## src/rtl/overlap_pkg.sv

```systemverilog
// Shared types for the overlap scheduler: sequence-tag bit positions,
// the in-flight block tag, and the issue FSM state encoding.
package overlap_pkg;

  typedef logic [1:0] seq_t;
  localparam int SEQ_FIRST_BIT   = 0;
  localparam int SEQ_RESTART_BIT = 1;

  typedef struct packed {
    logic ch;
    logic restart;
  } tag_t;

  typedef enum logic {
    IDLE  = 1'b0,
    BURST = 1'b1
  } issue_state_t;

endpackage

```

## src/rtl/overlap_tag_fifo.sv

```systemverilog
// Synchronous FIFO of block tags (DEPTH must be a power of 2, >= 2).
// Head is read combinationally; push and pop may occur in the same cycle.
module overlap_tag_fifo
  import overlap_pkg::*;
#(
  parameter int DEPTH = 4
) (
  input  logic clk,
  input  logic reset,
  input  logic push,
  input  tag_t push_tag,
  input  logic pop,
  output tag_t head,
  output logic full,
  output logic empty
);

  localparam int AW = $clog2(DEPTH);

  // Pointers carry one wrap bit so full and empty are distinguishable.
  logic [AW:0] wptr_q, wptr_d;
  logic [AW:0] rptr_q, rptr_d;
  tag_t        mem_q [DEPTH];
  logic        do_push, do_pop;

  always_comb begin
    do_push = push && !full;
    do_pop  = pop && !empty;
    wptr_d  = wptr_q + (AW+1)'(do_push);
    rptr_d  = rptr_q + (AW+1)'(do_pop);
  end

  always_ff @(posedge clk) begin
    if (reset) begin
      wptr_q <= '0;
      rptr_q <= '0;
    end else begin
      wptr_q <= wptr_d;
      rptr_q <= rptr_d;
    end
  end

  always_ff @(posedge clk) begin
    if (do_push) begin
      mem_q[wptr_q[AW-1:0]] <= push_tag;
    end
  end

  assign empty = (wptr_q == rptr_q);
  assign full  = (wptr_q[AW] != rptr_q[AW]) && (wptr_q[AW-1:0] == rptr_q[AW-1:0]);
  assign head  = mem_q[rptr_q[AW-1:0]];

endmodule

```

## src/rtl/overlap_sched.sv

```systemverilog
// Round-robin, block-granular sharing of one overlap datapath between two
// channels; results are routed back per channel using an in-order tag FIFO.
module overlap_sched
  import overlap_pkg::*;
#(
  parameter int DATA_W    = 65,
  parameter int BLOCK_LEN = 18,
  parameter int TAG_DEPTH = 4
) (
  input  logic              clk,
  input  logic              reset,
  input  logic              flush,
  input  logic              ch0_valid,
  input  logic [DATA_W-1:0] ch0_pcmSample,
  output logic              ch0_ready,
  input  logic              ch1_valid,
  input  logic [DATA_W-1:0] ch1_pcmSample,
  output logic              ch1_ready,
  output logic              in_overlap_valid,
  output logic [DATA_W-1:0] in_overlap_pcmSample,
  output logic [1:0]        in_overlap_firstSequence,
  input  logic              in_overlap_ready,
  input  logic              out_overlap_valid,
  input  logic [DATA_W-1:0] out_overlap_pcmSample,
  output logic              out_overlap_ready,
  output logic              pcm0_valid,
  output logic [DATA_W-1:0] pcm0_sample,
  input  logic              pcm0_ready,
  output logic              pcm1_valid,
  output logic [DATA_W-1:0] pcm1_sample,
  input  logic              pcm1_ready
);

  localparam int               CNT_W = $clog2(BLOCK_LEN);
  localparam logic [CNT_W-1:0] LAST  = CNT_W'(BLOCK_LEN - 1);

  issue_state_t     state_q, state_d;
  logic [CNT_W-1:0] icnt_q, icnt_d;
  logic [CNT_W-1:0] ocnt_q, ocnt_d;
  logic             grant_q, grant_d;
  logic             last_grant_q, last_grant_d;
  logic [1:0]       rst_q, rst_d;
  logic             blk_restart_q, blk_restart_d;

  logic             burst;
  logic             grant_pick;
  logic             g_valid;
  logic [DATA_W-1:0] g_sample;
  logic             in_hs, first_hs;
  logic             push, pop, full, empty;
  tag_t             push_tag, head;
  logic             dst_ready, out_hs;
  logic             unused_head_restart;

  always_comb begin
    burst      = (state_q == BURST);
    grant_pick = (ch0_valid && ch1_valid) ? ~last_grant_q : ch1_valid;
    g_valid    = grant_q ? ch1_valid : ch0_valid;
    g_sample   = grant_q ? ch1_pcmSample : ch0_pcmSample;
    in_hs      = burst && g_valid && in_overlap_ready;
    first_hs   = in_hs && (icnt_q == '0);
    push       = !burst && !full && (ch0_valid || ch1_valid);
    // A flush in the grant cycle already counts for the block being tagged.
    push_tag.ch      = grant_pick;
    push_tag.restart = rst_q[grant_pick] | flush;
    dst_ready  = head.ch ? pcm1_ready : pcm0_ready;
    out_hs     = out_overlap_valid && !empty && dst_ready;
    pop        = out_hs && (ocnt_q == LAST);
  end

  assign unused_head_restart = head.restart;

  always_comb begin
    state_d       = state_q;
    icnt_d        = icnt_q;
    ocnt_d        = ocnt_q;
    grant_d       = grant_q;
    last_grant_d  = last_grant_q;
    blk_restart_d = blk_restart_q;
    rst_d         = rst_q;

    case (state_q)
      IDLE: begin
        if (push) begin
          grant_d = grant_pick;
          state_d = BURST;
        end
      end
      BURST: begin
        if (in_hs) begin
          if (icnt_q == LAST) begin
            icnt_d       = '0;
            last_grant_d = grant_q;
            state_d      = IDLE;
          end else begin
            icnt_d = icnt_q + CNT_W'(1);
          end
        end
      end
      default: state_d = IDLE;
    endcase

    if (first_hs) begin
      blk_restart_d = rst_q[grant_q];
    end

    // Flush wins over the clear, so a coincident flush lands on the next block.
    for (int i = 0; i < 2; i++) begin
      if (first_hs && (grant_q == 1'(i))) rst_d[i] = 1'b0;
      if (flush) rst_d[i] = 1'b1;
    end

    if (out_hs) begin
      ocnt_d = pop ? '0 : ocnt_q + CNT_W'(1);
    end
  end

  always_ff @(posedge clk) begin
    if (reset) begin
      state_q       <= IDLE;
      icnt_q        <= '0;
      ocnt_q        <= '0;
      grant_q       <= 1'b0;
      last_grant_q  <= 1'b1;
      rst_q         <= 2'b11;
      blk_restart_q <= 1'b0;
    end else begin
      state_q       <= state_d;
      icnt_q        <= icnt_d;
      ocnt_q        <= ocnt_d;
      grant_q       <= grant_d;
      last_grant_q  <= last_grant_d;
      rst_q         <= rst_d;
      blk_restart_q <= blk_restart_d;
    end
  end

  overlap_tag_fifo #(
    .DEPTH(TAG_DEPTH)
  ) u_tag_fifo (
    .clk     (clk),
    .reset   (reset),
    .push    (push),
    .push_tag(push_tag),
    .pop     (pop),
    .head    (head),
    .full    (full),
    .empty   (empty)
  );

  always_comb begin
    in_overlap_valid         = burst && g_valid;
    in_overlap_pcmSample     = burst ? g_sample : '0;
    in_overlap_firstSequence = '0;
    if (burst) begin
      in_overlap_firstSequence[SEQ_FIRST_BIT]   = (icnt_q == '0);
      in_overlap_firstSequence[SEQ_RESTART_BIT] = (icnt_q == '0) ? rst_q[grant_q] : blk_restart_q;
    end
    ch0_ready         = burst && !grant_q && in_overlap_ready;
    ch1_ready         = burst && grant_q && in_overlap_ready;
    out_overlap_ready = !empty && dst_ready;
    pcm0_valid        = out_overlap_valid && !empty && !head.ch;
    pcm1_valid        = out_overlap_valid && !empty && head.ch;
    pcm0_sample       = empty ? '0 : out_overlap_pcmSample;
    pcm1_sample       = empty ? '0 : out_overlap_pcmSample;
  end

endmodule
```

## config.mk

```make
export PLATFORM = sky130hd
export DESIGN_NAME = overlap_sched
export DESIGN_NICKNAME = d
export VERILOG_FILES = /design/src/rtl/overlap_pkg.sv /design/src/rtl/overlap_tag_fifo.sv /design/src/rtl/overlap_sched.sv
export SDC_FILE = /design/constraint.sdc
export NUM_CORES = 1
export LEC_CHECK = 0
export CAP_MARGIN = 40
export CORE_AREA = 2 2 160 162
export CTS_CLUSTER_DIAMETER = 50
export DETAILED_ROUTE_END_ITERATION = 8
export DIE_AREA = 0 0 162 164
export DONT_BUFFER_PORTS = 1
export GPL_TIMING_DRIVEN = 1
export PLACE_DENSITY = 0.3
export SYNTH_ARGS = -nofsm -noshare
export SYNTH_HDL_FRONTEND = slang
export SYNTH_SLANG_ARGS = --single-unit
```

## constraint.sdc

```tcl
create_clock -name clk -period 2.2 [get_ports clk]
set_input_delay 0.22 -clock clk [delete_from_list [all_inputs] [get_ports clk]]
set_output_delay 0.22 -clock clk [all_outputs]
set_load 0.03 [all_outputs]
```

==> After elaboration in Yosys (flattened, before gate mapping) <==
Memories as Yosys holds them, arrays and structs flattened. A register that Yosys moved wholly into a read port is not among the register bits.
Index checks and enable logic that the tools add are counted.
{ "totals": {"regBits": 22, "ramBits": 8, "inputBits": 204, "n_memories": 1} }
{ "classes": {"addsub": 4, "n_lt_le_gt_ge": 2, "n_eq_ne": 5, "mux": 21, "bitwise": 4, "reduce_logical": 32} }
{ "memory_table": {"columns": ["memory", "words", "word_bits", "read_ports", "rd_ports_with_merged_regs", "wr", "line_no", "text"], "rows": [
  ["u_tag_fifo.mem_q", 4, 2, 1, 1, 1, "overlap_tag_fifo.sv:23", "tag_t mem_q [DEPTH];"]
]} }
{ "op_table": {"columns": ["operator", "n"], "rows": [
  ["two-way mux 65 bit", 3],
  ["logical AND 1 bit", 21],
  ["two-way mux 1 bit", 13],
  ["adder 5 x 1 -> 5 bit, second input constant", 2],
  ["equality test 5 bit, second input constant", 2],
  ["two-way mux 5 bit", 2],
  ["adder 3 x 1 -> 3 bit", 2],
  ["zero test 1 bit", 5],
  ["zero test 5 bit", 1],
  ["< comparator 1 x 2 -> 1 bit, second input constant", 2],
  ["two-way mux 2 bit", 2],
  ["AND reduction 2 bit", 2],
  ["equality test 3 bit", 1],
  ["inverter 1 bit", 3],
  ["AND reduction 3 bit", 1],
  ["equality test 2 bit", 1],
  ["case mux 1 bit (2 select lines)", 1],
  ["OR reduction 2 bit", 1],
  ["logical OR 1 bit", 1],
  ["!= test 1 bit", 1],
  ["OR 1 bit", 1]
]} }

==> Longest topological paths before layout <==
Gate-level depths: netlist (run 1).
{ "depth": {"depth_word": 8, "depth_mapped": 8, "depth_no_buf": 8} }

==> Hierarchy <==
Synthesis (run 1) repeated with hierarchy kept, for this count alone.
{ "unflattened": {"cells_unflattened": 441, "area_unflattened_um2": 3648.5} }
{ "by_module_without_submodules": {"columns": ["module", "n_inst", "cells_per_inst", "area_per_inst_um2", "seq_area_each_um2"], "rows": [
  ["overlap_sched", 1, 395, 3007.9, 320.3],
  ["overlap_tag_fifo", 1, 46, 640.6, 360.3]
]} }

==> Worst setup path before layout (run 1) <==
Ideal clock, no wire load.
{ "synth_timing": {"path_type": "register to register", "start": "register u_tag_fifo.rptr_q[0]", "end": "register u_tag_fifo.rptr_q[1]", "setup_ns": 0.128, "t_arrival_ns": 2.027, "required_ns": 2.072, "path_slack_ns": 0.045, "stages_incl_launch_ff": 8, "n_path_buf": 0, "period_less_slack_ns": 2.155, "path_cell_list": "dfxtp_1 -> mux4_2 -> mux2i_2 -> or2_1 -> nor2_1 -> ha_1 -> ha_1 -> nor2b_1"} }
{ "synth_via": {"elab_chain_len": 7} }
{ "synth_rtl": {"columns": ["item", "line_no", "text"], "rows": [
  ["from (decl)", "overlap_tag_fifo.sv:22", "logic [AW:0] rptr_q, rptr_d;"],
  ["from (signal assigned)", "overlap_tag_fifo.sv:39", "rptr_q <= rptr_d;"],
  ["equality test 3 bit", "overlap_tag_fifo.sv:49", "assign empty = (wptr_q == rptr_q);"],
  ["zero test 1 bit", "overlap_tag_fifo.sv:28, overlap_sched.sv:67", null],
  ["logical AND 1 bit (2 in series)", "overlap_sched.sv:67", "out_hs = out_overlap_valid && !empty && dst_ready;"],
  ["logical AND 1 bit", "overlap_sched.sv:68", "pop = out_hs && (ocnt_q == LAST);"],
  ["logical AND 1 bit", "overlap_tag_fifo.sv:28", "do_pop = pop && !empty;"],
  ["adder 3 x 1 -> 3 bit (*)", "overlap_tag_fifo.sv:30", "rptr_d = rptr_q + (AW+1)'(do_pop);"],
  ["net u_tag_fifo.rptr_d[1]", "overlap_tag_fifo.sv:22", null]
]} }
The timed path passes the listed nets; every way through them passes the cells marked *.
A chain may end at the register's enable or synchronous reset.

==> Final worst setup path (run 1) <==
{ "layout_timing": {"start": "register u_tag_fifo.rptr_q[0]", "end": "output port out_overlap_ready"} }
{ "layout_via": {"elab_chain_len": 3} }
{ "layout_rtl": {"columns": ["item", "line_no", "text"], "rows": [
  ["equality test 3 bit", "overlap_tag_fifo.sv:49", null],
  ["zero test 1 bit", "overlap_sched.sv:161", "out_overlap_ready = !empty && dst_ready;"],
  ["logical AND 1 bit", "overlap_sched.sv:161", null],
  ["to (decl)", "overlap_sched.sv:25", "output logic out_overlap_ready,"]
]} }
Every way passes these cells.

==> impl_metrics.env, run 1 <==
export IMPL_status="complete, no violations"
export IMPL_grt_start_max_net_pins=67
export IMPL_fin_crit_ns=2.09
export IMPL_area_growth_pct=53.7
export IMPL_io_buffers=0
export IMPL_rr_worst_depth=7
export IMPL_route_detailed_drc=0
export IMPL_worst_slew_margin_rel_pct=55.0
export IMPL_worstPathRequired_ns=1.98
export IMPL_cts_sinks=26
export IMPL_r2r_slack_ns=0.12
export IMPL_grt_pass1_vias=3049
export IMPL_overflow=0
export IMPL_peakVddDrop_v=0.000304
export IMPL_cts_tree="built"
export IMPL_arrival_ns=1.87
export IMPL_cp_max_fo=9
export IMPL_syn_instance_count=418
export IMPL_startpoint_type="flop"
export IMPL_crit_type="reg -> out"
export IMPL_drt_wirelength_per_cell_um=15.3
export IMPL_gp_congestion=0.767
export IMPL_syn_area_um2=3390
export IMPL_core_area_um2=24800
export IMPL_ctsHoldBuffers=0
export IMPL_finalHoldViolCount=0
export IMPL_drt_pass1_iter_count=4
export IMPL_worst_clock_skew_ns=0.00444
export IMPL_report_final_slew_viol_count=0
export IMPL_insertion_delay_ns=0.27
export IMPL_insertedDiodeCount=0
export IMPL_yosys_warnings=0
export IMPL_critPathLaunch="u_tag_fifo.rptr_q[0]"
export IMPL_path_clk_slew_ns=0.07
export IMPL_final_cell_count_no_fill=806
export IMPL_ant_nets=0
export IMPL_reg2reg_from="u_tag_fifo.rptr_q[0]"
export IMPL_rsz0062_at_grt="no"
export IMPL_ys_ff_latch=26
export IMPL_ys_seq_area_share_pct=16.5
export IMPL_n_fill_cell=2744
export IMPL_synthTopCellsByArea="mux2i_1, buf_4, nor2b_1, dfxtp_1, and2_1"
export IMPL_die_width_um=162
export IMPL_grt_pass1_wl_um=17100
export IMPL_timing_fmax_ghz=0.479
export IMPL_crit_path_top_delay_cell="mux4_2"
export IMPL_initial_core_util_pct=13.7
export IMPL_synth_distinct_cells=45
export IMPL_vias=3070
export IMPL_worstPathCellList="mux4_2 -> mux2i_2 -> buf_4 -> a31oi_2 -> buf_4"
export IMPL_die_h_um=164
export IMPL_place_hpwl_um=10700
export IMPL_post_place_cells=801
export IMPL_tns_ns=0
export IMPL_die_area_um2=26600
export IMPL_whs_ns=0.0144
export IMPL_drt_wl_total_um=12400
export IMPL_fin_ws_ns=0.110
export IMPL_drt_iter0_drc=62
export IMPL_synth_top_area_share_pct=20.4
export IMPL_cts_max_level=1
export IMPL_async_reset_ff_share_pct=0
export IMPL_ys_flop_type="dfxtp_1"
export IMPL_tightest_slew_ns=0.656
export IMPL_synth_avg_cell_area_um2=8.11
export IMPL_leakagePower_nw=2.00
export IMPL_cts_buffers=3
export IMPL_worst_path_most_repeated_cell="buf_4"
export IMPL_critPathCaptureType="output pin"
export IMPL_yosysTopAreaCell="mux2i_1"
export IMPL_min_path_type="in -> reg"
export IMPL_fin_nets=690
export IMPL_drive_gt1_share_pct=33.6
export IMPL_cap_violations=0
export IMPL_synth_edf_count=4
export IMPL_io_pins=407
export IMPL_cts_path_max_buffers=2
export IMPL_endpoint="out_overlap_ready"
export IMPL_antenna_found_initial=0
export IMPL_grtUsageTotal_pct=8.21
export IMPL_root_buffer="clkbuf_16"
export IMPL_max_stage_delay_ns=0.54
export IMPL_synth_net_count=631
export IMPL_num_rows=58
export IMPL_preCtsSetupSlack_ns=0.0357
export IMPL_via_per_inst=3.81
export IMPL_fin_crit_sh_pct=95.0
export IMPL_finalSetupViolations=0
export IMPL_rr_endpoint="u_tag_fifo.rptr_q[1]"
export IMPL_p_per_area_nw_per_um2=699
[metal layers]
layer	global-route usage, %	wire (um)
met4	0.885	69
met1	10.3	5100
met5	0	0
met3	2.75	1030
met2	14.1	6170
[per-stage QoR]
| step | instance area [um2] | util [%] | power, mW |
|---|---|---|---|
| after floorplan | 3390 | - | 2.26 |
| after global placement | 5080 | 20.5 | 3.10 |
| after detailed placement | 5080 | 20.5 | 3.11 |
| after CTS | 5180 | 20.9 | 3.67 |
| after global routing | 5210 | 21.0 | 3.80 |
| final | 5210 | 21.0 | 3.64 |
[flip-flops by register name (all words and copies together), names as in the netlist]
name and count:
u_tag_fifo.mem_q 4, blk_restart_q 1, ocnt_q 5, burst 1
grant_q 1, rst_q 2, icnt_q 5, last_grant_q 1
u_tag_fifo.wptr_q 3, u_tag_fifo.rptr_q 3
[layout make-up]
type / instances / area [um2] / share of cell area, %
Tap cell: 330 / 413 / 7.92
Clock buffer: 3 / 75.1 / 1.44
Timing Repair Buffer: 144 / 1860 / 35.8
Inverter: 5 / 18.8 / 0.360
Sequential cell: 26 / 571 / 10.9
Multi-Input combinational cell: 297 / 2240 / 43.0
Clock inverter: 1 / 30.0 / 0.576
[worst max-delay path, delay by kind of cell, from the launching register on]
kind | cells | cell delay [ns]
compound gates | 1 | 0.15
buf+inv | 2 | 0.36
mux | 2 | 0.72
flops | 1 | 0.36
[timing repair]
| item | 4_1_cts | 5_1_grt |
|---|---|---|
| setup endpoints to repair | 1 | 134 |
| hold endpoints to repair | 0 | 0 |
| buffers inserted | 0 | 1 |
| gates cloned | 0 | 0 |
| gates resized for setup | 1 | 6 |
[kinds of logic (layout without fill, tap and decap cells)]
kind of cell / count (synthesis) / after routing / synth area share, %
simple gates: 186 / 186 / 33.8
buf+inv: 95 / 153 / 17.8
mux: 71 / 71 / 21.4
flops: 26 / 26 / 16.5
compound gates: 21 / 21 / 4.54
xor+xnor: 10 / 10 / 2.58
fa+ha+maj: 9 / 9 / 3.32
[Yosys cell counts (2+ instances only)]
master    count
a211o_1       2
a21oi_1       4
a31oi_1       2
and2_1       67
and3_1        3
buf_1         8
buf_4        65
clkbuf_1     16
dfxtp_1      22
edfxtp_1      4
ha_1          9
inv_1         5
mux2i_1      69
nand2_1       9
nand3_1       3
nor2_1       10
nor2b_1      72
nor3_1        4
nor3b_1       4
nor4b_1       3
nor4bb_1      2
o21ai_0       2
or4_1         3
xnor2_1       9
[placed cells by master, fill, tap and decap left out, types with 2 or more instances in the layout]
cell | Yosys | layout
a211o_1 | 2 | 2
a21oi_1 | 4 | 4
and2_1 | 67 | 67
and3_1 | 3 | 3
buf_12 | 0 | 62
buf_4 | 65 | 81
clkbuf_16 | 0 | 3
dfxtp_1 | 22 | 18
dfxtp_2 | 0 | 2
dfxtp_4 | 0 | 2
edfxtp_1 | 4 | 4
ha_1 | 9 | 9
inv_1 | 5 | 5
mux2i_1 | 69 | 69
nand2_1 | 9 | 9
nand3_1 | 3 | 2
nor2_1 | 10 | 9
nor2b_1 | 72 | 72
nor3_1 | 4 | 4
nor3b_1 | 4 | 4
nor4b_1 | 3 | 3
nor4bb_1 | 2 | 2
o21ai_0 | 2 | 2
or4_1 | 3 | 3
xnor2_1 | 9 | 9
[power breakdown]
group	total [mW]	leakage (nW)	internal, mW	switching [mW]
clock	0.547	0.0511	0.363	0.184
combinational	2.56	1.73	1.04	1.52
sequential	0.529	0.218	0.502	0.0273
[worst min path at each step]
stage	start	endpoint	slack, ns	depth (start not counted)
6_report	reset	grant_q	0.01	1
5_1_grt	reset	grant_q	0.0004	1
4_1_cts	reset	grant_q	0.006	1
3_5_place_dp	reset	grant_q	0.29	1
3_3_place_gp	reset	grant_q	0.29	1
2_1_floorplan	flush	rst_q[0]	0.31	1
Power figures use the tool's default switching activity.
==> run 2, diff against run 1 <==
--- a/config.mk
+++ b/config.mk
@@ -11,7 +11,9 @@
 export DETAILED_ROUTE_END_ITERATION = 8
 export DIE_AREA = 0 0 162 164
 export DONT_BUFFER_PORTS = 1
+export GPL_ROUTABILITY_DRIVEN = 1
 export GPL_TIMING_DRIVEN = 1
+export HOLD_SLACK_MARGIN = 0.06
 export PLACE_DENSITY = 0.3
 export SYNTH_ARGS = -nofsm -noshare
 export SYNTH_HDL_FRONTEND = slang
==> run 2 against run 1 <==
  * Die area unchanged
  * First-iteration DRC count down 6.5%
  * Final cell count up 0.37%
  * Clock power about the same
  * Critical path type unchanged
==> impl_metrics.env, run 2 (synthesis gave the netlist of run 1 again) <==
export IMPL_status="complete, no violations"
export IMPL_worstPathCellList="mux4_2 -> mux2i_2 -> buf_4 -> a31oi_2 -> buf_4"
export IMPL_antenna_found_initial=0
export IMPL_worstPathRequired_ns=1.98
export IMPL_met2WireLength_um=6210
export IMPL_via_per_inst=3.81
export IMPL_finalHoldViolCount=0
export IMPL_grtUsageTotal_pct=8.25
export IMPL_leakagePower_nw=2.01
export IMPL_cp_max_fo=9
export IMPL_cp_top_family="multiplexers"
export IMPL_cts_path_max_buffers=2
export IMPL_cts_tree="built"
export IMPL_cap_violations=0
export IMPL_finalSetupViolations=0
export IMPL_post_dp_cell_area_um2=5080
export IMPL_met1_length_um=5150
export IMPL_grt_pass1_wl_um=17200
export IMPL_drt_pass1_iter_count=4
export IMPL_fin_crit_ns=2.10
export IMPL_wl_met3_um=1020
export IMPL_drt_iter0_drc=58
export IMPL_cts_buffers=3
export IMPL_fin_nets=693
export IMPL_worst_slew_margin_rel_pct=40.0
export IMPL_io_buffers=0
export IMPL_grt_pass1_vias=3060
export IMPL_grt_start_max_net_pins=67
export IMPL_fin_crit_sh_pct=95.5
export IMPL_gp_congestion=0.767
export IMPL_overflow=0
export IMPL_worst_clock_skew_ns=0.00474
export IMPL_drt_wl_total_um=12500
export IMPL_initial_core_util_pct=13.7
export IMPL_arrival_ns=1.88
export IMPL_post_place_cells=801
export IMPL_final_common_cell="buf_4"
export IMPL_path_clk_slew_ns=0.07
export IMPL_crit_path_top_delay_cell="mux4_2"
export IMPL_report_final_slew_viol_count=0
export IMPL_tightest_slew_ns=0.897
export IMPL_die_h_um=164
export IMPL_place_hpwl_um=10700
export IMPL_top_layer_used="met4"
export IMPL_postLayoutCoreUtil_pct=21.1
export IMPL_fin_area_um2=5240
export IMPL_num_rows=58
export IMPL_root_buffer="clkbuf_16"
export IMPL_tns_ns=0
export IMPL_die_width_um=162
export IMPL_startpoint_type="flop"
export IMPL_vias=3080
export IMPL_route_detailed_drc=0
export IMPL_ant_nets=0
export IMPL_cts_sinks=26
export IMPL_insertedDiodeCount=0
export IMPL_final_cell_count_no_fill=809
export IMPL_drt_wirelength_per_cell_um=15.4
export IMPL_max_stage_delay_ns=0.54
export IMPL_timing_fmax_ghz=0.476
export IMPL_area_growth_pct=54.6
export IMPL_core_area_um2=24800
export IMPL_path_buf_inv=2
export IMPL_critPathCaptureType="output pin"
export IMPL_io_pins=407
export IMPL_p_per_area_nw_per_um2=698
export IMPL_insertion_delay_ns=0.27
export IMPL_die_area_um2=26600
export IMPL_mostFrequentLayoutCells="buf_4, nor2b_1, mux2i_1"
export IMPL_peakVddDrop_v=0.000304
export IMPL_cts_max_level=1
export IMPL_crit_type="reg -> out"
export IMPL_min_path_type="in -> reg"
export IMPL_worst_path_most_repeated_cell="buf_4"
export IMPL_drive_gt1_share_pct=33.6
-- run 2: changes by cell type in the layout (fill, tap and decap cells not counted), sizes merged --
| cell | before | now |
|---|---|---|
| dlygate4sd3 | 0 | 2 |
| buf | 143 | 144 |
-- run 2: layout make-up --
| cell class | count | area (um2) |
|---|---|---|
| repair buffers | 147 | 1890 |
| inverters | 5 | 18.8 |
| well taps | 330 | 413 |
| fillers | 2743 | 19600 |
| multi-input cells | 297 | 2240 |
| clock inverters | 1 | 30.0 |
| flip-flops and latches | 26 | 571 |
| clock buffers | 3 | 75.1 |
-- run 2: per-stage QoR --
step	hold slack (ns)	worst slack [ns]	total power, mW
detailed placement	0.293	0.0357	3.11
global placement	0.294	0.0842	3.10
CTS	0.134	0.0104	3.68
floorplan	0.314	0.0449	2.26
finish	0.138	0.0996	3.65
global route	0.134	-0.00114	3.81
-- run 2: final timing paths --
path | startpoint | endpoint | slack, ns | depth (start not counted)
worst max-delay path | u_tag_fifo.rptr_q[0] | out_overlap_ready | 0.1 | 5
worst min-delay path | ch0_valid | grant_q | 0.14 | 2
worst max register to register | u_tag_fifo.rptr_q[0] | u_tag_fifo.rptr_q[1] | 0.11 | 7
worst min register to register | rst_q[0] | rst_q[0] | 0.47 | 1
-- run 2: power breakdown --
group,switching [mW],total (mW),internal (mW)
Sequential,0.0273,0.529,0.502
Combinational,1.53,2.58,1.05
Clock,0.184,0.547,0.363
-- run 2: layer usage --
metal	GRT usage [%]	vias to the layer above
li1	-	1446
met1	10.3	1435
met5	0	-
met3	2.75	13
met2	14.2	186
met4	0.885	0
-- run 2: what timing repair did --
item | in CTS | in global routing
hold buffers | 2 | 0
gates resized for setup | 1 | 6
hold endpoints to repair | 19 | 0
buffers inserted | 0 | 2
setup endpoints to repair | 1 | 134
pin swaps | 0 | 2
==> run 3, diff against run 2 <==
==> constraint.sdc (replaced) <==
create_clock -name clk -period 2.3 [get_ports clk]
set_input_delay 0.23 -clock clk [delete_from_list [all_inputs] [get_ports clk]]
set_output_delay 0.23 -clock clk [all_outputs]
set_load 0.03 [all_outputs]
==> run 3 against run 2 <==
  * Sequential power decreased by 3%
  * Sequential cell count unchanged
  * Clock power decreased by 4.2%
  * Critical path depth increased by 2
  * Largest power group unchanged
  * Highest routed layer unchanged
==> impl_metrics.env, run 3 (synthesis gave the netlist of run 1 again) <==
export IMPL_status="complete, no violations"
export IMPL_min_path_cells=2
export IMPL_die_width_um=162
export IMPL_worst_clock_skew_ns=0.00364
export IMPL_gp_congestion=0.745
export IMPL_report_final_slew_viol_count=0
export IMPL_core_area_um2=24800
export IMPL_cts_max_level=1
export IMPL_area_growth_pct=43.0
export IMPL_initial_core_util_pct=13.7
export IMPL_post_cts_buffers=0
export IMPL_multiInputGateArea_um2=2240
export IMPL_timing_fmax_ghz=0.464
export IMPL_regArea_um2=567
export IMPL_final_common_cell="nor2b_1"
export IMPL_root_buffer="clkbuf_16"
export IMPL_grt_pass1_vias=2792
export IMPL_ant_nets=0
export IMPL_peakVddDrop_v=0.000276
export IMPL_crit_path_top_delay_cell="mux4_2"
export IMPL_fin_total_pwr_mw=3.40
export IMPL_die_area_um2=26600
export IMPL_antenna_found_initial=0
export IMPL_num_rows=58
export IMPL_fin_crit_sh_pct=93.6
export IMPL_worstPathRequired_ns=2.43
export IMPL_leakagePower_nw=1.73
export IMPL_place_hpwl_um=10200
export IMPL_worst_slew_margin_rel_pct=49.2
export IMPL_fin_ws_ns=0.146
export IMPL_tightest_slew_ns=0.760
export IMPL_final_cell_count_no_fill=755
export IMPL_max_stage_delay_ns=0.56
export IMPL_fin_crit_ns=2.15
export IMPL_preCtsSetupSlack_ns=0.109
export IMPL_startpoint_type="flop"
export IMPL_crit_type="reg -> reg"
export IMPL_worst_path_most_repeated_cell="ha_1"
export IMPL_grtUsageTotal_pct=8.01
export IMPL_grt_pass1_wl_um=16700
export IMPL_insertion_delay_ns=0.27
export IMPL_rr_worst_depth=7
export IMPL_path_clk_slew_ns=0.07
export IMPL_min_path_type="in -> reg"
export IMPL_cap_violations=0
export IMPL_rsz0062_at_grt="no"
export IMPL_p_per_area_nw_per_um2=701
export IMPL_reg2reg_from="u_tag_fifo.rptr_q[0]"
export IMPL_arrival_ns=2.29
export IMPL_rr_endpoint="u_tag_fifo.rptr_q[1]"
export IMPL_vias=2855
export IMPL_drt_wirelength_per_cell_um=16.0
export IMPL_route_detailed_drc=0
export IMPL_cts_buffers=3
export IMPL_io_pins=407
export IMPL_die_h_um=164
export IMPL_cp_max_fo=3
export IMPL_finalHoldViolCount=0
export IMPL_hold_path_endpoint="grant_q"
export IMPL_n_fill_cell=2751
export IMPL_fin_nets=638
export IMPL_io_buffers=0
export IMPL_tns_ns=0
export IMPL_critPathCaptureType="flop"
export IMPL_worstPathCellList="mux4_2 -> mux2i_2 -> or2_1 -> nor2_1 -> ha_1 -> ha_1 -> nor2b_1"
export IMPL_post_place_cells=746
export IMPL_drive_gt1_share_pct=24.1
export IMPL_mostFrequentLayoutCells="nor2b_1, mux2i_1, and2_1"
export IMPL_cts_tree="built"
export IMPL_drt_pass1_iter_count=4
export IMPL_via_per_inst=3.78
export IMPL_hp_start="ch0_valid"
export IMPL_cts_path_max_buffers=2
export IMPL_finalSetupViolations=0
export IMPL_r2r_slack_ns=0.15
export IMPL_drt_wl_total_um=12100
export IMPL_grt_start_max_net_pins=67
export IMPL_cts_sinks=26
export IMPL_drt_iter0_drc=93
export IMPL_overflow=0
## run 3: final cells by class
| type | instances | area share, % |
|---|---|---|
| repair buffers | 92 | 31.0 |
| diodes | 1 | 0.0516 |
| flip-flops and latches | 26 | 11.7 |
| multi-input cells | 297 | 46.2 |
| inverters | 5 | 0.387 |
| well taps | 330 | 8.52 |
| clock buffers | 3 | 1.55 |
| clock inverters | 1 | 0.620 |
## run 3: how the worst max path moves through the flow
stage                                    start              endpoint  slack [ns]  cells after the start
final                     u_tag_fifo.rptr_q[0]  u_tag_fifo.rptr_q[1]        0.15                      7
after global routing      u_tag_fifo.rptr_q[0]  u_tag_fifo.rptr_q[2]        0.02                      8
after CTS                 u_tag_fifo.rptr_q[0]     out_overlap_ready        0.04                      5
after detailed placement  u_tag_fifo.rptr_q[0]  u_tag_fifo.rptr_q[1]        0.11                      7
after global placement    u_tag_fifo.rptr_q[0]  u_tag_fifo.rptr_q[2]        0.18                      8
after floorplan           u_tag_fifo.rptr_q[0]  u_tag_fifo.rptr_q[1]        0.14                      7
## run 3: metrics by stage
| stage | hold slack [ns] | instance area, um2 | utilization [%] |
|---|---|---|---|
| final | 0.151 | 4850 | 19.5 |
| after global routing | 0.162 | 4840 | 19.5 |
| after CTS | 0.148 | 4840 | 19.5 |
| after detailed placement | 0.304 | 4690 | 18.9 |
| after global placement | 0.304 | 4690 | 18.9 |
| after floorplan | 0.324 | 3390 | - |
## run 3: critical path: cells and delay by family (launching register included)
| kind | cells | cell delay (ns) |
|---|---|---|
| mux | 2 | 0.74 |
| simple gates | 3 | 0.52 |
| fa+ha+maj | 2 | 0.39 |
| flops | 1 | 0.36 |
## run 3: report_power, final
group | switching [mW] | internal [mW]
logic | 1.44 | 0.924
clock network | 0.177 | 0.347
registers | 0.0319 | 0.481
total | 1.65 | 1.75
## run 3: repair_timing
action                                  CTS  global route
hold buffers                              4             0
gates resized for setup                   0             2
hold endpoints to repair                 18             0
endpoints found under the setup margin    0             3
## run 3: layer usage
layer  global-route usage (%)  part of all wire (%)  vias up
met5                        0                     0        -
met4                    0.684                  0.21        0
met3                     2.98                   8.7        2
met2                     12.8                    48      180
met1                     10.7                    44     1335
li1                         -                     -     1338
